File: src/rtl/run_ctrl.sv
// rtl/run_ctrl.sv - run controller: four-phase run request, datapath init hold, cycle count, watchdog
// All outputs are flops loaded from the next-state decode so they change only on CLK edges.
module run_ctrl #(
  parameter int START_CYCLES = 2,
  parameter int CNT_W        = 16,
  parameter int MAX_CYCLES   = 20000
) (
  input  logic             CLK,
  input  logic             reset,
  input  logic             req,
  input  logic             dp_done,
  output logic             dp_start,
  output logic             wr_inhibit,
  output logic             busy,
  output logic             ack,
  output logic             timeout,
  output logic [CNT_W-1:0] cycle_count
);

  localparam int INIT_W = (START_CYCLES > 1) ? $clog2(START_CYCLES) : 1;
  localparam logic [INIT_W-1:0] INIT_LOAD = INIT_W'(START_CYCLES - 1);
  localparam logic [CNT_W-1:0]  CNT_MAX   = CNT_W'(MAX_CYCLES);

  typedef enum logic [2:0] {IDLE, INIT, RUN, FINISH, DRAIN} state_t;

  state_t            state_q, state_d;
  logic [INIT_W-1:0] init_cnt_q, init_cnt_d;
  logic [CNT_W-1:0]  cycle_count_q, cycle_count_d, count_inc;
  logic              timeout_q, timeout_d;
  logic              dp_start_q, dp_start_d;
  logic              wr_inhibit_q, wr_inhibit_d;
  logic              busy_q, busy_d;
  logic              ack_q, ack_d;

  always_comb begin
    state_d       = state_q;
    init_cnt_d    = init_cnt_q;
    cycle_count_d = cycle_count_q;
    timeout_d     = timeout_q;
    count_inc     = cycle_count_q + CNT_W'(1);

    case (state_q)
      IDLE: begin
        if (req) begin
          state_d       = INIT;
          cycle_count_d = '0;
          timeout_d     = 1'b0;
          init_cnt_d    = INIT_LOAD;
        end
      end
      INIT: begin
        if (init_cnt_q == '0) state_d = RUN;
        else                  init_cnt_d = init_cnt_q - INIT_W'(1);
      end
      RUN: begin
        // Done takes priority over the watchdog on the limit cycle.
        cycle_count_d = count_inc;
        if (dp_done) begin
          state_d   = FINISH;
          timeout_d = 1'b0;
        end else if (count_inc == CNT_MAX) begin
          state_d   = FINISH;
          timeout_d = 1'b1;
        end
      end
      FINISH: state_d = DRAIN;
      DRAIN: begin
        if (!req) state_d = IDLE;
      end
      default: state_d = IDLE;
    endcase

    dp_start_d   = (state_d != RUN);
    wr_inhibit_d = (state_d != RUN);
    busy_d       = (state_d == INIT) || (state_d == RUN) || (state_d == FINISH);
    ack_d        = (state_d == FINISH);
  end

  always_ff @(posedge CLK) begin
    if (reset) begin
      state_q       <= IDLE;
      init_cnt_q    <= '0;
      cycle_count_q <= '0;
      timeout_q     <= 1'b0;
      dp_start_q    <= 1'b1;
      wr_inhibit_q  <= 1'b1;
      busy_q        <= 1'b0;
      ack_q         <= 1'b0;
    end else begin
      state_q       <= state_d;
      init_cnt_q    <= init_cnt_d;
      cycle_count_q <= cycle_count_d;
      timeout_q     <= timeout_d;
      dp_start_q    <= dp_start_d;
      wr_inhibit_q  <= wr_inhibit_d;
      busy_q        <= busy_d;
      ack_q         <= ack_d;
    end
  end

  assign dp_start    = dp_start_q;
  assign wr_inhibit  = wr_inhibit_q;
  assign busy        = busy_q;
  assign ack         = ack_q;
  assign timeout     = timeout_q;
  assign cycle_count = cycle_count_q;

endmodule

File: config.mk
export PLATFORM = sky130hd
export DESIGN_NAME = run_ctrl
export DESIGN_NICKNAME = d
export VERILOG_FILES = /design/src/rtl/run_ctrl.sv
export SDC_FILE = /design/constraint.sdc
export NUM_CORES = 1
export LEC_CHECK = 0
export CAP_MARGIN = 20
export CELL_PAD_IN_SITES_DETAIL_PLACEMENT = 0
export CELL_PAD_IN_SITES_GLOBAL_PLACEMENT = 1
export CORE_MARGIN = 2
export CORE_UTILIZATION = 35
export DETAILED_ROUTE_END_ITERATION = 8
export PLACE_DENSITY = 0.76
export SYNTH_ARGS = -nofsm -noshare
export SYNTH_HDL_FRONTEND = slang
export SYNTH_SLANG_ARGS = --single-unit
File: constraint.sdc
create_clock -name CLK -period 2.45 [get_ports CLK]
set_clock_uncertainty 0.05 [all_clocks]
set_input_delay 0.49 -clock CLK [delete_from_list [all_inputs] [get_ports CLK]]
set_output_delay 0.49 -clock CLK [all_outputs]
set_load 0.1 [all_outputs]
Word-level counts from Yosys, hierarchy flattened
Index checks and enable logic that the tools add are counted.

Register bits: 24. Input bits: 4. Output and inout port bits: 21.

$add $sub $neg: 2. Equality and inequality tests: 11. Multiplexer cells: 15. Reduce and logical (&&, ||, !) cells: 8.

Operators by type and width (number): one-hot mux 16 bit (2 select lines) (1); adder 16 x 1 -> 16 bit (second input constant) (1); equality test 16 x 15 -> 1 bit (second input constant) (1); two-way mux 16 bit (1); two-way mux 3 bit (5); one-hot mux 3 bit (5 select lines) (1); equality test 3 x 2 -> 1 bit (second input constant) (4); equality test 3 x 1 -> 1 bit (second input constant) (2); two-way mux 1 bit (5); one-hot mux 1 bit (2 select lines) (2); AND reduction 2 bit (2); nonzero test 2 bit (2); equality test 3 bit (second input constant) (1); zero test 3 bit (1); != test 3 x 2 -> 1 bit (second input constant) (1); != test 3 bit (second input constant) (1); AND reduction 3 bit (1); logical OR 1 bit (2); != test 2 bit (second input constant) (1); subtractor 1 bit (second input constant) (1).

Depth between registers and ports, before layout
Gate-level depths: netlist (run 1).

Word-level depth: 8. Mapped depth: 8.

Worst setup path before layout (run 1)
Ideal clock, no wire load.

Kind: reg-to-reg. Start: reg cycle_count_q[0], in the netlist cycle_count[0]. End: reg timeout_q, in the netlist timeout. Library setup time: 95 ps. Arrival: 2703 ps. Slack: -398 ps. Stages on the path, launching flop included: 7. Path buffers: 0. Period minus slack after synthesis: 2848 ps. Path through: dfxtp_1 -> ha_1 -> nand3_1 -> nor4_1 -> mux2i_1 -> nand4_1 -> a221oi_1.

Longest elaborated chain between the ends: 4.

RTL lines: start: declaration (RTL line 28) `logic [CNT_W-1:0] cycle_count_q, cycle_count_d, count_inc;`; start signal: assignment (RTL line 92) `cycle_count_q <= cycle_count_d;`; adder 16 x 1 -> 16 bit (RTL line 40) `count_inc = cycle_count_q + CNT_W'(1);`; equality test 16 x 15 -> 1 bit (RTL line 61) `end else if (count_inc == CNT_MAX) begin`; != test 3 bit (no line); AND reduction 3 bit (no line); end signal: assignment (RTL line 93) `timeout_q <= timeout_d;`; end: declaration (RTL line 29) `logic timeout_q, timeout_d;`.

Every way passes these cells. A chain may end at the register's enable or synchronous reset.

Worst setup path in the final report (run 1)
Ends and elaborated chain as after synthesis.

==> results, run 1 <==
- The run finished with clean final reports.
- Among all stages on the critical path, the largest delay is contributed by sky130_fd_sc_hd__nor4_1.
- The standard cell area after detailed placement is 0.00164 mm^2.
- The total area inside the core boundary comes to slightly below 0.004 mm^2.
- The final count of hold timing violations is 0.
- The worst path arrival time is roughly 2.3 ns.
- The count of boundary I/O pins is 25.
- Among cell families on the critical path, the largest total delay comes from simple AND/OR/NAND/NOR gates.
- The clock tree buffer depth is 2.
- The first global-routing pass estimated between 6 and 7 mm of wire.
- The number of nets in the layout is roughly 200.
- After synthesis, the cell types taking the most area are sky130_fd_sc_hd__dfxtp_1, sky130_fd_sc_hd__nor2_1, sky130_fd_sc_hd__a21oi_1.
- The number of gates resized after CTS was 0.
- The starting density of the core is a little over a third.
- The setup slack on the worst flop-to-flop path is 0.31 ns.
- The maximum clock frequency is ~470 MHz.
- The total via count in the routed design is 1,374.
- The part of the power in the clock network is between 20% and 30%.
- At the pin with the least slew margin, the transition time is 0.594 ns.
- The library cells used most frequently in the layout, excluding fill and tap cells, are sky130_fd_sc_hd__buf_4, sky130_fd_sc_hd__nor2_1, sky130_fd_sc_hd__dfxtp_1.
- From bottom edge to top edge, the die measures 68.1 um.
- Post-CTS timing repair inserted 0 buffers for setup.
- The commonest non-fill, non-tap cell in the layout is sky130_fd_sc_hd__buf_4.
- Global routing consumed, over all layers together, 17.2% of the routing resources.
- In this run the horizontal extent of the chip is 68.1 um.
- The floorplan step defined a die boundary enclosing roughly 0.0046 mm^2.
- The relative slew slack is about three fifths.
- The switching power share of the total is between 30% and 40%.
- The number of instances in the synthesized netlist is around 180.
- The synthesized netlist occupies a cell area of 0.00144 mm^2.
- The pin count of the biggest net entering global routing is 19.
- The clock tree from TritonCTS is done.
- The weighted congestion reported at the end of routability-driven placement is just over 0.8.
- The per-instance average area after synthesis is between 8 and 9 um^2.
- The tool flagged a number of max-cap violations equal to 0.
- The first detailed-routing pass took 4 iterations.
- Summed over all failing endpoints, the final setup total negative slack is 0 ns.
- The worst-skew pair later-pin latency is around 0.26 ns.
- The critical path contains buffers and inverters numbering 0 combined.
- The detail route stage leaves a number of antenna-violating nets equal to 0.
- TritonCTS created 3 clock buffers.
- Of all nets on the critical path, the largest fanout is 8.
- The number of register bits inferred by synthesis is 24.
- sky130_fd_sc_hd__dfxtp_1 takes more of the synthesized area than any other cell.
- For this block, the routed nets add up to 3.60 mm of wire.
- The power per standard cell area is between 400 and 500 mW/mm^2.
- The share of synthesized flip-flops with an asynchronous set or reset is 0%.
- The startpoint-to-endpoint class of the critical path is register to register.
- In this run, the combinational gates consume approximately a fifth of the power.
- The share of total power dissipated in sequential elements is between 50% and 60%.
- STA classifies the critical path endpoint as a register.
- The count of buffers added on input and output ports is 24.
- The number of global-route vias before repair was roughly 1,300.
- The average wire length per cell after detail routing is approximately 15 um.
- Clock-pin slew was measured on the worst setup and hold paths at 0.08 ns.
- The portion of the clock cycle consumed by the worst path in the final layout is 87.5%.
- The switching power summed over all nets is 258 uW.
- The post-detailed-route DRC marker count is 0.
- For this run the aggregate overflow at the end of global routing stands at 0.
- CTS placed an instance of sky130_fd_sc_hd__clkbuf_8 at the clock tree root.
- In this run, the number of DRC markers left after iteration 0 of detailed routing was 88.
- Internal power comes to about 560 uW.
- Fill cells in the final layout number 411.
- In this run the worst hold path is classified as register to register.
- The initial antenna violation count was 0.
- The final max-slew violation count is 0.
- VDD sags by at most 213 uV.
- With fillers left out, the area of the finished cells amounts to 0.00169 mm^2.
- The number of clock sinks seen by CTS is 24.
- The data required time at the worst endpoint is between 2 and 3 ns.
- The number of enable flip-flop cells after synthesis is 0.
- The post-DP HPWL is between 2 and 3 mm.
- The standby leakage power is 0.000631 uW.
- Setup repair after global routing left no endpoint under its margin.
- The relative area change from synthesis to final layout is 17.3%.
- In this run the number of H-tree levels came out at 1.
- The distinct cell type count of the synthesized netlist is 52.
- The final count of negative-setup-slack endpoints is 0.
- 0 antenna diodes ended up in the layout.
- The prevailing post-synth register cell is sky130_fd_sc_hd__dfxtp_1.
- Of the post-synthesis cell area, the dominant cell type holds ~33%.
- During synthesis, Yosys emitted a total of 0 warnings.
- The largest stage delay on the critical path is between 0.5 and 0.6 ns.
- The worst setup path is launched from a register.
- The share of the Yosys chip area taken by registers is between 30% and 40%.
- In this run the core area contains 23 standard-cell rows.
- Walking the worst path, the cells encountered are ha_1 > nand3_1 > nor4_1 > mux2i_1 > nand4_1 > a221oi_1.
- The worst path needs between 2 and 2.5 ns of the cycle, external delays included.
- In the routed layout, each cell is associated on average with a via count of around 5.6.
- Cells with a size suffix above 1 make up between 20 and 25% of the layout.
- Counting every net in the synthesized netlist gives ~180.
- The cts-stage hold buffer count is 0.
## stage by stage
stage,instances,util [%],worst slack [ns],total power [uW],hold WS [ns]
detailed placement,243,41.4,0.318,591,0.438
floorplan,179,-,0.00349,549,0.428
global route,247,42.5,0.129,863,0.467
finish,247,42.5,0.305,820,0.455
CTS,247,42.5,0.291,835,0.454
global placement,243,41.4,0.385,587,0.441
## state kept, by name, indices dropped and copies added (netlist names)
| signal | flops |
|---|---|
| init_cnt_q | 1 |
| timeout | 1 |
| wr_inhibit | 1 |
| state_q | 3 |
| ack | 1 |
| busy | 1 |
| cycle_count | 16 |
## layer usage
layer | vias up | GRT usage [%] | routed length [um]
met5 | - | 0 | 0
met4 | 0 | 5.00 | 19
met3 | 2 | 1.97 | 66
met2 | 13 | 30.2 | 1790
met1 | 653 | 22.2 | 1730
li1 | 706 | - | -
## power groups by stage
stage | Clock (uW) | Sequential, uW | Combinational (uW)
final | 239 | 415 | 166
after global routing | 265 | 418 | 180
after CTS | 253 | 415 | 167
after detailed placement | 0 | 424 | 167
after global placement | 0 | 423 | 164
after floorplan | 0 | 456 | 92.7
## final cells by class
| class | count | area, um^2 | area share [%] |
|---|---|---|---|
| clock buffers | 3 | 41.3 | 2.45 |
| multi-input cells | 137 | 852 | 50.5 |
| inverters | 4 | 15.0 | 0.890 |
| flip-flops and latches | 24 | 495 | 29.4 |
| well taps | 50 | 62.6 | 3.71 |
| clock inverters | 1 | 3.75 | 0.222 |
| repair buffers | 28 | 218 | 12.9 |
## final timing paths
path,start,end,cells after the start
setup / recovery,cycle_count[0]$_SDFFE_PP0P_,timeout$_SDFFE_PP0P_,6
hold / removal,timeout$_SDFFE_PP0P_,timeout$_SDFFE_PP0P_,2
setup reg to reg,cycle_count[0]$_SDFFE_PP0P_,timeout$_SDFFE_PP0P_,6
hold reg to reg,timeout$_SDFFE_PP0P_,timeout$_SDFFE_PP0P_,2
## cell families (layout without fill, tap and decap cells)
logic type / Yosys count / count (layout) / share of synthesized area, %
AO/OA/AOI/OAI: 53 / 53 / 23.7
XOR/XNOR: 1 / 1 / 0.609
flip-flops: 24 / 24 / 33.4
AND/OR/NAND/NOR: 80 / 80 / 32.6
multiplexers: 2 / 2 / 1.39
adder cells (fa/ha/maj): 1 / 1 / 0.869
buffers and inverters: 18 / 36 / 7.39
## synth_stat cells (2+ instances only)
cell	n
sky130_fd_sc_hd__a21o_1	2
sky130_fd_sc_hd__nand3b_1	2
sky130_fd_sc_hd__nor2_1	23
sky130_fd_sc_hd__a21oi_1	14
sky130_fd_sc_hd__nand3_1	6
sky130_fd_sc_hd__nor3b_1	4
sky130_fd_sc_hd__mux2i_1	2
sky130_fd_sc_hd__a211oi_1	3
sky130_fd_sc_hd__a22oi_1	3
sky130_fd_sc_hd__nand4_1	8
sky130_fd_sc_hd__nor3_1	8
sky130_fd_sc_hd__buf_2	2
sky130_fd_sc_hd__o21ai_0	14
sky130_fd_sc_hd__nand2_1	7
sky130_fd_sc_hd__a311oi_1	2
sky130_fd_sc_hd__buf_6	2
sky130_fd_sc_hd__inv_1	4
sky130_fd_sc_hd__and3_1	2
sky130_fd_sc_hd__nor4_1	3
sky130_fd_sc_hd__nand2b_1	4
sky130_fd_sc_hd__o31ai_1	2
sky130_fd_sc_hd__buf_4	3
sky130_fd_sc_hd__dfxtp_1	24
sky130_fd_sc_hd__clkbuf_1	5
sky130_fd_sc_hd__a31oi_1	2
sky130_fd_sc_hd__a21boi_0	2
## tightest hold or removal path, cell delays in order (launching register included)
cell and delay, ns:
sky130_fd_sc_hd__dfxtp_1 0.33, sky130_fd_sc_hd__o31ai_1 0.06, sky130_fd_sc_hd__a221oi_1 0.07
Power figures use the tool's default switching activity.
==> run 2: changes to the inputs <==
--- a/config.mk
+++ b/config.mk
@@ -5,13 +5,15 @@
 export SDC_FILE = /design/constraint.sdc
 export NUM_CORES = 1
 export LEC_CHECK = 0
+export ABC_AREA = 1
 export CAP_MARGIN = 20
 export CELL_PAD_IN_SITES_DETAIL_PLACEMENT = 0
 export CELL_PAD_IN_SITES_GLOBAL_PLACEMENT = 1
 export CORE_MARGIN = 2
 export CORE_UTILIZATION = 35
+export CTS_CLUSTER_SIZE = 16
 export DETAILED_ROUTE_END_ITERATION = 8
-export PLACE_DENSITY = 0.76
+export PLACE_DENSITY = 0.81
 export SYNTH_ARGS = -nofsm -noshare
 export SYNTH_HDL_FRONTEND = slang
 export SYNTH_SLANG_ARGS = --single-unit
==> run 2 against run 1 <==
Net effect:
- critical path type unchanged
- routed wire length is 6.5% lower
- synthesized cell count is 20% higher
- power is 21% higher
- clock-buffer cell count stayed put
- largest power group unchanged
- combinational power is 29% higher
- first-iteration DRC count is 27% lower
- final cell count is 17% higher
- clock power is 46% higher
==> results, run 2 <==
- The run finished with clean final reports.
- In the final design database the tool counted roughly 250 nets.
- The post-route minimum period is just over 2 ns.
- On the critical path, the stage with the largest delay is an instance of sky130_fd_sc_hd__dfxtp_2.
- The final max-slew violation count is 0.
- The first global-routing pass estimated 5.55 mm of wire.
- The max-cap check violation count is 0.
- The initial detailed-routing violation count is 64.
- In the synthesized netlist the dominant register cell turns out to be sky130_fd_sc_hd__dfxtp_1.
- The worst path uses 84.2% of the clock period.
- The largest stage delay on the critical path is 0.40 ns.
- The startpoint-to-endpoint class of the critical path is register to register.
- The final count of hold timing violations is 0.
- The worst voltage drop across the vdd grid is around 310 uV.
- The vertical extent of the die is 66.2 um.
- The number of global-route vias before repair is between 1,000 and 1,500.
- The count of boundary I/O pins is 25.
- In the layout the commonest cells are sky130_fd_sc_hd__nand2_1, sky130_fd_sc_hd__buf_4, sky130_fd_sc_hd__inv_1.
- The total overflow left after global routing is 0.
- The post-cts sizing count is 0.
- The region available for standard cell placement spans around 0.0037 mm^2.
- The number of antenna diodes in the final layout is 0.
- In this run the post-CTS setup repair buffer count came out at 0.
- The yosys synthesis warning count is 0.
- The relative area change from synthesis to final layout is 23.1%.
- The register with the most flip-flops in the layout has 16 of them.
- After detailed routing, the average wire length per cell comes to 11.7 um.
- The routed layout has approximately 1,400 vias.
- The cell area that synthesis handed to floorplanning was ~0.0014 mm^2.
- The post-detailed-route DRC marker count is 0.
- The worst pin sits at a relative slew slack of between 50% and 60%.
- The number of port buffers is 24.
- The number of cells on the worst reg-to-reg path is 15.
- Setup repair after global routing left no endpoint under its margin.
- The share of cells above drive strength 1 is around 17%.
- The number of register bits inferred by synthesis is 24.
- The worst-skew pair later-pin latency is 0.27 ns.
- The number of instances in the synthesized netlist is about 220.
- The count of nets left with antenna violations after detail routing is 0.
- In this run the clock root is driven by a sky130_fd_sc_hd__clkbuf_8.
- The synthesized design spends more area on one cell type than any other, namely sky130_fd_sc_hd__dfxtp_1.
- The area share of the largest cell type after synthesis is ~36%.
- The most used cell along the critical path is sky130_fd_sc_hd__nand2_1.
- The width of the die is 66.2 um.
- The count of cells along the worst hold path is 2.
- The completed layout was analyzed and its total power is roughly 1000 uW.
- The clock tree from TritonCTS is done.
- Synthesis produced a netlist with a net count of 220.
- By instance count, the leading cell after synthesis is sky130_fd_sc_hd__nand2_1.
- After clock tree synthesis, the clock-pin slew on the worst setup and hold paths is 0.09 ns.
- The number of detailed-route iterations in the first pass is 4.
- The floorplan has 22 rows.
- Setup violations remaining at the end of the flow were counted as 0.
- The clock passes through at most 2 buffers.
- Along the worst path, the maximum fanout reaches 8.
- The portion of the post-synthesis area used by sequential elements is between 30 and 40%.
- The worst setup path is launched from a register.
- For this run, the top clock speed supported by timing is 484 MHz.
- Routability-driven placement finished with a final weighted congestion of 0.827.
- The category of the worst setup path capture point is a register.
- The data required time at the worst endpoint is between 2 and 3 ns.
- In the routed layout, each cell is associated on average with a via count of between 4 and 5.
- Entering global routing, the biggest net connects 18 pins.
- The share of synthesized flip-flops with an asynchronous set or reset is 0%.
- The count of cells in the finished layout, fillers not included, comes to approximately 290.
- By area the synthesized netlist is led by sky130_fd_sc_hd__dfxtp_1, sky130_fd_sc_hd__nand2_1, sky130_fd_sc_hd__a21oi_1.
- The signal on the critical path passes through ha_1 > nand2_1 > nor2_2 > nand2_1 > nand2_1 > nand2_1 > nor2_1 > nand2_1 > nor2_1 > nand2_1 > nand2_1 > nand2_2 > nand2_1 > nand2_1 > nand2_1.
- Counting instances in the post-synthesis netlist gives the leading cell types as sky130_fd_sc_hd__nand2_1, sky130_fd_sc_hd__dfxtp_1, sky130_fd_sc_hd__inv_1.
- Leaving out fill and tap cells, the most frequent cell in the layout is sky130_fd_sc_hd__nand2_1.
- The number of clock sinks seen by CTS is 24.
- Data on the critical path arrives at its endpoint at 2.23 ns.
- Adding up every negative setup slack in the final design gives 0 ns.
- The number of enable flip-flop cells after synthesis is 0.
- Across every metal layer, demand over resource in global routing totals around 17%.
- After routing the design area is 0.00167 mm^2.
- The placed instances occupy a cell area of between 0.0015 and 0.002 mm^2.
- After detailed routing, the total wire length is 3.37 mm.
- The standby leakage power is 0.000632 uW.
- The actual transition at the worst max-transition pin is ~0.61 ns.
- For this configuration, the core starts out at a cell density of between 30% and 40%.
- The power per standard cell area is 593 mW/mm^2.
- The area enclosed by the die boundary is around 0.0044 mm^2.
- The path class of the lowest-slack min-delay path is register to register.
- Clock tree synthesis inserted a total of 3 buffers.
- In this run the number of H-tree levels came out at 1.
- After clock tree synthesis, the flow added hold-fix buffers numbering 0.
- The initial antenna violation count is 0.
- The number of placed cells counting well taps is 284.
- The HPWL after detailed placement is 2.49 mm.
- Yosys mapped the design onto 23 distinct sky130hd cell types.
- A synthesized cell averages 6.29 um^2.
## run 2: cell types whose count changed in the layout (fill, tap and decap cells not counted), sizes merged, moves of 4 or more
cell / change
a21oi: +5
inv: +19
nand2: +69
nand2b: -4
nand3: +11
nand4: -4
nor2: +6
nor3: -6
nor3b: -4
nor4: -4
o21ai: -9
## run 2: cells by family (layout without fill, tap and decap cells)
kind of cell / Yosys count / count (layout) / share of synthesized area, %
AO/OA/AOI/OAI: 26 / 26 / 10.1
XOR/XNOR: 2 / 2 / 1.30
adder cells (fa/ha/maj): 1 / 1 / 0.925
buffers and inverters: 29 / 54 / 8.69
flip-flops: 24 / 24 / 35.5
AND/OR/NAND/NOR: 133 / 133 / 43.5
## run 2: path summary, 6_finish.rpt
check | endpoint | start | slack [ns]
setup / recovery | busy$_SDFF_PP0_ | cycle_count[0]$_SDFFE_PP0P_ | 0.39
hold / removal | init_cnt_q$_SDFFE_PP0P_ | init_cnt_q$_SDFFE_PP0P_ | 0.45
setup reg to reg | busy$_SDFF_PP0_ | cycle_count[0]$_SDFFE_PP0P_ | 0.39
hold reg to reg | init_cnt_q$_SDFFE_PP0P_ | init_cnt_q$_SDFFE_PP0P_ | 0.45
## run 2: critical path, delay by kind of cell (launching register included)
family | cells | cell delay [ns]
simple gates | 14 | 1.28
flops | 1 | 0.40
fa+ha+maj | 1 | 0.28
## run 2: layout make-up
type	instances	area (um^2)
clock inverters	1	30.0
flip-flops and latches	24	483
multi-input cells	162	754
clock buffers	3	41.3
fillers	407	2020
inverters	23	86.3
repair buffers	27	210
well taps	48	60.1
## run 2: per-stage QoR
step,utilization (%),hold slack (ns),setup slack [ns]
2_1_floorplan,-,0.399,0.0637
3_3_place_gp,43.2,0.420,0.448
3_5_place_dp,43.2,0.427,0.424
4_1_cts,45.1,0.442,0.393
5_1_grt,45.1,0.462,0.120
6_report,45.1,0.445,0.386
## run 2: per-layer routing
layer | wire, um | GRT usage, % | vias to the layer above
met5 | 0 | 0 | -
met4 | 25 | 6.12 | 0
met3 | 154 | 2.21 | 2
met2 | 1430 | 24.5 | 27
met1 | 1760 | 24.7 | 594
li1 | - | - | 734
## run 2: power breakdown
group / total (uW) / leakage (uW) / internal (uW) / switching (uW)
Sequential: 425 / 0.000196 / 409 / 15.3
Combinational: 214 / 0.000401 / 49.1 / 165
Clock: 349 / 0.0000357 / 218 / 130
==> run 3: changes to the inputs <==
--- a/config.mk
+++ b/config.mk
@@ -10,10 +10,10 @@
 export CELL_PAD_IN_SITES_DETAIL_PLACEMENT = 0
 export CELL_PAD_IN_SITES_GLOBAL_PLACEMENT = 1
 export CORE_MARGIN = 2
-export CORE_UTILIZATION = 35
+export CORE_UTILIZATION = 32
 export CTS_CLUSTER_SIZE = 16
 export DETAILED_ROUTE_END_ITERATION = 8
-export PLACE_DENSITY = 0.81
+export PLACE_DENSITY = 0.78
 export SYNTH_ARGS = -nofsm -noshare
 export SYNTH_HDL_FRONTEND = slang
 export SYNTH_SLANG_ARGS = --single-unit
==> constraint.sdc (replaced) <==
create_clock -name CLK -period 1.8 [get_ports CLK]
set_clock_uncertainty 0.05 [all_clocks]
set_input_delay 0.36 -clock CLK [delete_from_list [all_inputs] [get_ports CLK]]
set_output_delay 0.36 -clock CLK [all_outputs]
set_load 0.1 [all_outputs]
==> run 3 against run 2 <==
Net effect:
- register-to-register slack worse by 0.38 ns
- worst setup slack lost 0.38 ns
- flip-flop and latch count did not move
- hold slack worse by 0.013 ns
- power up 37%
- fmax increased by 15%
- non-clock buffer count is 13 higher
- final cell count rose by 5.2%
==> results, run 3 (synthesis results as in run 2) <==
- The run finished with clean final reports.
- After detailed routing, the number of remaining DRC violations is 0.
- The worst-skew pair later-pin latency is ~0.28 ns.
- In the finished design, the share of the clock period the worst path needs comes to 99.6%.
- Once the floorplan was initialized, standard cells occupied between 30% and 40% of the core.
- Using the TritonRoute via totals, the vias-per-cell ratio works out to ~4.6.
- The final count of hold timing violations is 0.
- Combinational logic burns a little over a quarter of the power.
- Final hold analysis gives a worst-case slack of 0.432 ns.
- The power per standard cell area is roughly 630 mW/mm^2.
- The standby leakage power is 0.000804 uW.
- The tightest min-delay check is of the register to register type.
- The relative area change from synthesis to final layout is 59.1%.
- The first TritonRoute pass finished after 4 iterations.
- The pin count of the biggest net entering global routing is 18.
- The filler-free cell count of the finished design is around 300.
- The kind of start point of the critical path is a register.
- The share of cells above drive strength 1 is between 30% and 40%.
- After global routing the overflow that remains totals 0.
- The number of placement rows is 23.
- The maximum clock frequency is 558 MHz.
- The area of the placeable core is 0.00403 mm^2.
- The post-route minimum period is 1.79 ns.
- The width of the die is 69.0 um.
- For this block, the initial DRC count from the detailed router was 63.
- The sequential group share of total power is approximately two fifths.
- The number of buffers inserted during clock tree synthesis is 3.
- During I/O placement, the number of pins put on the boundary was 25.
- Input and output buffers added on the ports amount to 24.
- Clock-pin slew was measured on the worst setup and hold paths at around 0.09 ns.
- The switching power summed over all nets is about 450 uW.
- The design internal power is slightly above 900 uW.
- The number of flip-flops in the largest register is 16.
- Setup repair after global routing could not meet its margin everywhere.
- The cell at the slowest stage of the critical path is sky130_fd_sc_hd__dfxtp_4.
- Counting tap cells, the placed design contains a total of 293 instances.
- The number of global-route vias before repair is 1,317.
- Once placement finished, the instance area stood at 0.00199 mm^2.
- The startpoint-to-endpoint class of the critical path is register to register.
- The actual transition at the worst max-transition pin is ~0.31 ns.
- The critical path goes through ha_4 > nand3_2 > nor2_4 > buf_4 > or2_1 > nand2_1 > nand3_1 > nor3_2 > nand2_1 > nand2_1 > nand2_2 > nand2_2 > nand2_2 > nand2_1.
- Per report_power, the clock group accounts for between 30% and 40% of the total.
- In the final routed layout, each cell accounts on average for 12.3 um.
- The critical-path maximum fanout is 6.
- The placement-stage worst setup slack is 0.0253 ns.
- The floorplan step set the die height to 69.0 um.
- 0 antenna diodes ended up in the layout.
- The commonest non-fill, non-tap cell in the layout is sky130_fd_sc_hd__nand2_1.
- The design draws ~1400 uW.
- Across all layers, the routed design uses around 1,400 vias.
- The clock tree buffer depth is 2.
- The count of nets left with antenna violations after detail routing is 0.
- After filler insertion, the fill cell instance count of the layout stands at 400.
- The category of the worst setup path capture point is a register.
- The most used cell along the critical path is sky130_fd_sc_hd__nand2_1.
- TritonCTS built the clock tree.
- Routability-driven placement finished with a final weighted congestion of 0.827.
- Global routing consumed, over all layers together, 16.1% of the routing resources.
- For this run, the slowest stage of the critical path takes about 0.38 ns.
- The number of clock sinks seen by CTS is 24.
- After routing the design area is 0.00215 mm^2.
- The initial antenna violation count is 0.
- The tree is rooted in a sky130_fd_sc_hd__clkbuf_8.
- The relative slew slack is 79.0%.
- The post-DP HPWL is 2.76 mm.
- Leaving out fill and tap cells, the most frequent cells in the layout are sky130_fd_sc_hd__nand2_1, sky130_fd_sc_hd__inv_1, sky130_fd_sc_hd__buf_12.
- The final count of negative-setup-slack endpoints is 0.
- The total wire length is around 3.7 mm.
- The first global-routing pass estimated slightly above 6 mm of wire.
- Data on the critical path arrives at its endpoint at a little under 2 ns.
- The data required time at the worst endpoint is just under 2 ns.
- The area enclosed by the die boundary is between 0.004 and 0.005 mm^2.
- The final max-slew violation count is 0.
- Across all setup checks in the final design, the least slack found is about 0.0071 ns.
- The final layout contains about 260 nets.
- Max-cap violations in this run came to 0.
- The deepest level of the CTS H-tree is 1.
- After clock tree synthesis, the flow added hold-fix buffers numbering 0.
- Of the total power, the share spent switching nets is about 33%.
- Across the VDD grid, the largest voltage drop is about 480 uV.
[run 3: cell types whose count changed in the layout (fill, tap and decap cells not counted), sizes merged]
cell    before  now
buf         24   37
clkbuf       3    4
bufinv       1    0
[run 3: critical path: cells and delay by family, from the launching register on]
kind,cells,cell delay (ns)
buffers and inverters,1,0.13
and+or+nand+nor,12,0.97
adders and majority gates,1,0.19
DFF,1,0.38
[run 3: final timing paths]
kind                                     from                       to  slack (ns)  cells past startpoint
setup / recovery  cycle_count[0]$_SDFFE_PP0P_          busy$_SDFF_PP0_       0.007                     14
hold / removal        init_cnt_q$_SDFFE_PP0P_  init_cnt_q$_SDFFE_PP0P_        0.43                      2
setup reg to reg  cycle_count[0]$_SDFFE_PP0P_          busy$_SDFF_PP0_       0.007                     14
hold reg to reg       init_cnt_q$_SDFFE_PP0P_  init_cnt_q$_SDFFE_PP0P_        0.43                      2
[run 3: through the flow]
stage | TNS (ns) | utilization [%]
final | 0 | 53.4
after global routing | -0.626 | 53.4
after CTS | 0 | 50.9
after detailed placement | 0 | 49.3
after global placement | 0 | 49.3
after floorplan | -0.0411 | -
[run 3: area by class of cell]
class	instances	area (um^2)	area share (%)
clock buffers	4	66.3	3.08
well taps	50	62.6	2.91
flip-flops and latches	24	529	24.6
multi-input cells	162	837	38.9
repair buffers	40	571	26.5
inverters	23	86.3	4.01
[run 3: layer usage]
metal	global-route usage, %	wire [um]	vias to the layer above
met5	0	0	-
met4	6.97	66	0
met3	2.78	100	5
met2	25.2	1760	19
met1	21.8	1790	617
li1	-	-	765
[run 3: repair_timing]
item                                    CTS  global route
pin swaps                                 1             9
setup buffers                             0             6
endpoints found under the setup margin    2             5
resized for setup                         0            15
[run 3: power groups by stage]
stage	Sequential, uW	Combinational [uW]	Clock, uW
global route	574	385	461
finish	570	358	430
global placement	580	352	0
detailed placement	582	352	0
CTS	570	353	445
floorplan	677	117	0
